==> config.mk <==
export PLATFORM = sky130hd
export DESIGN_NAME = val_seg_disp
export DESIGN_NICKNAME = d
export VERILOG_FILES = /design/src/rtl/val_seg_disp.sv
export SDC_FILE = /design/constraint.sdc
export NUM_CORES = 1
export LEC_CHECK = 0
export CORE_MARGIN = 3
export CORE_UTILIZATION = 55
export CTS_CLUSTER_DIAMETER = 120
export DETAILED_ROUTE_END_ITERATION = 12
export PLACE_DENSITY = 0.77
export RECOVER_POWER = 25
export SLEW_MARGIN = 40
export SYNTH_ARGS = -nofsm -noshare
export SYNTH_HDL_FRONTEND = slang
export SYNTH_SLANG_ARGS = --single-unit
==> constraint.sdc <==
create_clock -name CLK -period 11.1 [get_ports CLK]
set_input_delay 2.22 -clock CLK [delete_from_list [all_inputs] [get_ports CLK]]
set_output_delay 2.22 -clock CLK [all_outputs]
set_load 0.05 [all_outputs]
==> src/rtl/val_seg_disp.sv <==
// 16-bit binary value to 4-digit multiplexed 7-segment display, using an iterative double-dabble converter.
// Optional macro LZ_BLANK_EN blanks leading-zero digits (ones digit always shown, no blanking on overflow).
module val_seg_disp #(
  parameter int unsigned SCAN_DIV = 100_000
) (
  input  logic        CLK,
  input  logic        RST,
  input  logic [15:0] VAL,
  output logic [6:0]  SEG,
  output logic [3:0]  AN,
  output logic [15:0] BCD,
  output logic        OVF,
  output logic        BUSY
);

  localparam int unsigned VW = 16;
  localparam int unsigned AW = 20;
  localparam int unsigned BCW = 5;
  localparam int unsigned CW = $clog2(SCAN_DIV);

  typedef enum logic [1:0] {
    IDLE   = 2'd0,
    CONV   = 2'd1,
    COMMIT = 2'd2
  } state_t;

  state_t          state, state_n;
  logic [VW-1:0]   shift_r;
  logic [VW-1:0]   last_r;
  logic [AW-1:0]   acc;
  logic [BCW-1:0]  bitcnt;
  logic            first;
  logic            load_c, shift_c, commit_c;
  logic [15:0]     acc_adj_c;

  logic [CW-1:0]   scan_cnt;
  logic [1:0]      idx;
  logic [3:0]      digit_c;
  logic            blank_c;
  logic [6:0]      seg_c;

  function automatic logic [6:0] seg_decode(input logic [3:0] d);
    case (d)
      4'd0:    return 7'b1000000;
      4'd1:    return 7'b1111001;
      4'd2:    return 7'b0100100;
      4'd3:    return 7'b0110000;
      4'd4:    return 7'b0011001;
      4'd5:    return 7'b0010010;
      4'd6:    return 7'b0000010;
      4'd7:    return 7'b1111000;
      4'd8:    return 7'b0000000;
      4'd9:    return 7'b0010000;
      default: return 7'b1111111;
    endcase
  endfunction

  // Add-3 correction; the top nibble peaks at 3 before the final shift, so it never needs adjusting
  always_comb begin
    acc_adj_c = acc[15:0];
    for (int i = 0; i < 4; i++) begin
      if (acc[4*i +: 4] >= 4'd5) acc_adj_c[4*i +: 4] = acc[4*i +: 4] + 4'd3;
    end
  end

  // Converter state register
  always_ff @(posedge CLK or posedge RST) begin
    if (RST) state <= IDLE;
    else     state <= state_n;
  end

  // Converter next-state and control strobes
  always_comb begin
    state_n  = state;
    load_c   = 1'b0;
    shift_c  = 1'b0;
    commit_c = 1'b0;
    case (state)
      IDLE: begin
        if ((VAL != last_r) || first) begin
          load_c  = 1'b1;
          state_n = CONV;
        end
      end
      CONV: begin
        shift_c = 1'b1;
        if (bitcnt == BCW'(VW - 1)) state_n = COMMIT;
      end
      COMMIT: begin
        commit_c = 1'b1;
        state_n  = IDLE;
      end
      default: state_n = IDLE;
    endcase
  end

  // Converter datapath and committed outputs
  always_ff @(posedge CLK or posedge RST) begin
    if (RST) begin
      shift_r <= '0;
      last_r  <= '0;
      acc     <= '0;
      bitcnt  <= '0;
      first   <= 1'b1;
      BCD     <= '0;
      OVF     <= 1'b0;
      BUSY    <= 1'b0;
    end else begin
      BUSY <= (state_n != IDLE);
      if (load_c) begin
        shift_r <= VAL;
        last_r  <= VAL;
        acc     <= '0;
        bitcnt  <= '0;
        first   <= 1'b0;
      end
      if (shift_c) begin
        acc     <= {acc[18:16], acc_adj_c, shift_r[VW-1]};
        shift_r <= {shift_r[VW-2:0], 1'b0};
        bitcnt  <= bitcnt + BCW'(1);
      end
      if (commit_c) begin
        BCD <= acc[15:0];
        OVF <= (acc[AW-1:16] != 4'd0);
      end
    end
  end

  // Digit select, leading-zero blanking and segment decode for the current scan index
  always_comb begin
    digit_c = BCD[3:0];
    blank_c = 1'b0;
    case (idx)
      2'd0:    digit_c = BCD[3:0];
      2'd1:    digit_c = BCD[7:4];
      2'd2:    digit_c = BCD[11:8];
      2'd3:    digit_c = BCD[15:12];
      default: digit_c = BCD[3:0];
    endcase
`ifdef LZ_BLANK_EN
    case (idx)
      2'd1:    blank_c = (BCD[15:4] == 12'd0);
      2'd2:    blank_c = (BCD[15:8] == 8'd0);
      2'd3:    blank_c = (BCD[15:12] == 4'd0);
      default: blank_c = 1'b0;
    endcase
`endif
    if (OVF)          seg_c = 7'b0111111;
    else if (blank_c) seg_c = 7'b1111111;
    else              seg_c = seg_decode(digit_c);
  end

  // Scan timer, digit index and registered display drive
  always_ff @(posedge CLK or posedge RST) begin
    if (RST) begin
      scan_cnt <= '0;
      idx      <= '0;
      SEG      <= 7'b1111111;
      AN       <= 4'b1111;
    end else begin
      if (scan_cnt == CW'(SCAN_DIV - 1)) begin
        scan_cnt <= '0;
        idx      <= idx + 2'd1;
      end else begin
        scan_cnt <= scan_cnt + CW'(1);
      end
      AN  <= ~(4'b0001 << idx);
      SEG <= seg_c;
    end
  end

endmodule

Word level (Yosys, flattened, before mapping) --
Memory sizes are Yosys's and may differ from the RTL's. Cells that the tools add are included.
Word-level totals: output and inout bits 29, input port bits 18, memories 1, bits in read-only memories 112, word-level logic and storage cells 61, flip-flop bits (word level) 108
Memory list:
- (name not given) | words 16, bits a word 7, rd ports 1, clocked after Yosys merged registers in 0, write ports 0, line 43 | case (d)
Operators by class: reductions and logical operators 6, add/sub/neg operators 7, shift-type cells 1, bitwise logic cells 1, magnitude comparators 4, mux-type cells 20, equality and inequality tests 8
Operator list (count):
- $mux W20 | 2
- $mux W16 | 2
- $add A17 B1 Y17 const B | 1
- $eq A17 B17 Y1 const B | 1
- $mux W17 | 1
- $add A4 B2 Y4 const B | 4
- $ge A4 B3 Y1 const B | 4
- $mux W4 | 4
- $ne A16 B16 Y1 | 1
- $pmux W4 S4 | 1
- $mux W5 | 2
- $mux W7 | 1
- $eq A2 B2 Y1 const B | 3
- $add A5 B1 Y5 const B | 1
- $eq A5 B4 Y1 const B | 1
- $eq A2 B1 Y1 const B | 2
- $logic_not A2 Y1 | 2
- $mux W1 | 4
- $mux W2 | 2
- $not A4 Y4 | 1
- $pmux W2 S2 | 1
- $reduce_bool A2 Y1 | 2
- $reduce_bool A4 Y1 | 1
- $shl A1 B2 Y4 const A | 1
- 2 further kinds | 2

Longest topological paths before layout --
depth after elaboration 6, mapped depth 7, depth with buffers taken out 7

Worst setup path before layout --
OpenSTA, ideal clock, no wires.
kind input -> register, start input VAL[6], end register shift_r[10], path slack 7460 ps, required time 10974 ps, path buffers 1, stages 6, data arrival time 3514 ps, cell sequence xor2_1 nor4_2 and2_2 a31oi_4 buf_2 a221o_1
On the way: cells in the longest elaborated chain, start to end 5
RTL lines:
- start, declared | line 8 | input logic [15:0] VAL,
- $ne A16 B16 Y1 | line 80 | if ((VAL != last_r) || first) begin
- $logic_or A1 B1 Y1 | line 80
- $mux W1 | line 80
- $mux W1 | line 78 | case (state)
- $reduce_bool A2 Y1 (no line)
- end signal, assigned | line 119 | shift_r <= {shift_r[VW-2:0], 1'b0};
- end, declared | line 28 | logic [VW-1:0] shift_r;
No other way between the ends. A chain may end at the register's enable or synchronous reset.

==> impl_metrics.py <==
metrics = {
    "timing": {
        "skew_ns": 0.0102,
        "drv_slew": 48,
        "setup_viol": 0,
        "post-route-period-util": 0.367,
        "rsz0062_at_grt": "no",
        "fin_tns_setup_ns": 0,
        "hold_violations": 0,
        "period_needed_ns": 4.07,
        "worst_pin_slew_ns": 2.03,
        "slew_headroom": -0.360,
        "fmax_mhz": 246,
    },
    "synthesis": {
        "yosysSeqAreaShare": 0.516,
        "ys_ff_latch": 108,
        "async_flop_share": 1.00,
        "synth_top_area_share": 0.456,
        "avgSynthCellArea_um2": 11.2,
        "yosys_warnings": 0,
        "synth_most_common_cell": "dfrtp_1",
        "syn_nets": 504,
        "synth_edf_count": 0,
        "syn_inst": 470,
        "synth_common_cells": "96 x dfrtp_1, 36 x nand2_1, 25 x a22o_1, 24 x o21ai_0, 22 x inv_1",
        "yosysTopAreaCell": "dfrtp_1",
        "ys_types": 54,
        "yosys-top-cells-area": "dfrtp_1 46%, dfstp_2 6.0%, mux2_2 4.3%",
        "ys.flop_type": "dfrtp_1",
        "netlist_area_um2": 5270,
    },
    "global_routing": {
        "antenna_found_initial": 0,
        "grt_first_pass_wirelength_um": 17300,
        "grt_max_degree": 63,
        "track_usage": 0.194,
        "grt_pass1_vias": 3544,
        "grt_overflow": 0,
    },
    "die": {
        "die_w_um": 104,
        "rows": 35,
        "core_area_um2": 9280,
        "initial_core_util": 0.567,
        "die_height_um": 104,
        "io_pins": 47,
        "dieArea_um2": 10800,
    },
    "setup_path": {
        "crit_arrival_ns": 4.54,
        "critPathMaxStageDelay_ns": 1.16,
        "cp-end-kind": "asynchronous set/reset pin",
        "cp_slowest_cell": "clkinvlp_2",
        "path_buf_inv": 3,
        "path_class": "in2async",
        "required_ns": 11.57,
        "path_cells": "dlygate4sd3_1 -> clkinvlp_2 -> buf_6",
        "startpoint_type": "input pin",
        "critPathTopFamily": "buffers and inverters",
        "cp_max_fo": 62,
    },
    "cts": {
        "cts_num_sinks": 108,
        "cts_root_buf": "clkbuf_8",
        "cts_setup_buffers": 0,
        "clockBufferDepth": 2,
        "cts_tree": "built",
        "path_clk_slew_ns": 0.10,
        "cts_hold_buf": 0,
        "cts_resized": 0,
        "numCtsBuffers": 9,
        "clock_latency_ns": 0.36,
        "htree_levels": 3,
    },
    "cells_and_area": {
        "fin_area_um2": 6020,
        "fill_cells": 729,
        "drive_gt1_frac": 0.121,
        "syn_to_final_growth_pct": 14.4,
        "diodes": 0,
        "nets": 548,
        "stdcell_count": 648,
    },
    "job": {
        "drv_cap": 1,
    },
    "detailed_routing": {
        "viasPerCell": 5.71,
        "num_vias": 3700,
        "wl_um": 10100,
        "final_antenna_net_count": 0,
        "drc_errors": 0,
        "avgRoutedWirePerCell_um": 15.6,
        "first_iter_violations": 182,
        "drt_pass1_iterations": 4,
    },
    "power": {
        "p_leak_uw": 0.00262,
        "total_power_uw": 1590,
        "vdd_drop_max_uv": 121,
        "power.density_nw_per_um2": 264,
    },
    "placed_design": {
        "placed_area_um2": 5830,
        "gp_congestion": 0.874,
        "dp_cells": 631,
        "io_buffers": 46,
        "hpwl_um": 7110,
    },
    "status": {
        "status": "finished, violations left",
        "violations": "capacitance limit, slew limit",
    },
    "min_path": {
        "hold_class": "reg2reg",
    },
}
layout make-up:
class                      count  area [um^2]  area share
clock buffer                   9          124      0.0206
clock inverter                 7         48.8     0.00810
inverter                      24         91.3      0.0152
multi-input combinational    321         2380       0.395
sequential                   108         2720       0.451
tap                          129          161      0.0268
timing repair buffer          50          502      0.0833
final timing paths:
kind | cells after the start | slack, ns | startpoint | to
hold / removal | 1 | 0.50 | bitcnt[4] | bitcnt[4]
min in group asynchronous | 2 | 2.84 | RST | BUSY
setup reg to reg | 6 | 8.55 | state[0] | acc[15]
setup / recovery | 3 | 7.03 | RST | SEG[1]
max in group CLK | 7 | 7.06 | VAL[4] | shift_r[13]
hold reg to reg | 1 | 0.50 | bitcnt[4] | bitcnt[4]
kinds of logic (layout without fill, tap and decap cells):
kind of cell             count (synthesis)  in the layout  share of synthesized area
AND/OR/NAND/NOR                        122            122                      0.122
AO/OA/AOI/OAI                          121            121                      0.174
XOR/XNOR                                34             34                     0.0566
multiplexers                            28             28                     0.0594
adder cells (fa/ha/maj)                 16             16                     0.0380
flip-flops                             108            108                      0.516
buffers and inverters                   41             90                     0.0335
sequential cells by signal (all words and copies together) (netlist names):
name	flops
scan_cnt	17
SEG	7
AN	4
shift_r	16
OVF	1
bitcnt	5
first	1
BCD	16
BUSY	1
last_r	16
state	2
acc	20
idx	2
cells in the final DEF, fill, tap and decap left out, drive strengths merged, types with 9 or more instances in the layout:
cell type	synthesis	layout
ha	16	16
a22o	25	25
nor2b	16	16
dfstp	12	12
a221o	12	12
o21ai	24	24
nand2	36	36
nor2	18	18
inv	24	26
a21oi	19	19
clkbuf	12	9
xor2	16	16
clkdlybuf4s50	0	41
nand3	12	12
mux2	26	26
xnor2	18	18
dfrtp	96	96
worst register-to-register path: cells and delay by family, from the launching register on:
kind                   cells  cell delay (ns)
and+or+nand+nor            2             0.68
DFF                        1             0.92
buffers and inverters      2             0.70
AOI/OAI and AO/OA          2             0.20
through the flow:
stage           util  worst slack [ns]  hold slack (ns)
3_3_place_gp   0.627              6.59            0.473
3_5_place_dp   0.628              6.58            0.478
4_1_cts        0.647              6.97            0.501
6_report       0.649              7.03            0.497
2_1_floorplan      -              6.05            0.455
5_1_grt        0.649              6.69            0.509
power by group:
group / total (uW) / internal, uW / switching [uW]
Clock: 216 / 83.0 / 133
Combinational: 708 / 308 / 400
Sequential: 668 / 542 / 126
Total: 1590 / 933 / 660
per-layer routing:
metal | up-vias | GRT usage | share of wire
met4 | 0 | 0.0494 | 0.012
met2 | 75 | 0.311 | 0.47
li1 | 1796 | - | -
met1 | 1817 | 0.274 | 0.47
met3 | 12 | 0.0374 | 0.044
met5 | - | 0 | 0
Note: power is estimated with default switching activity, not from simulation.
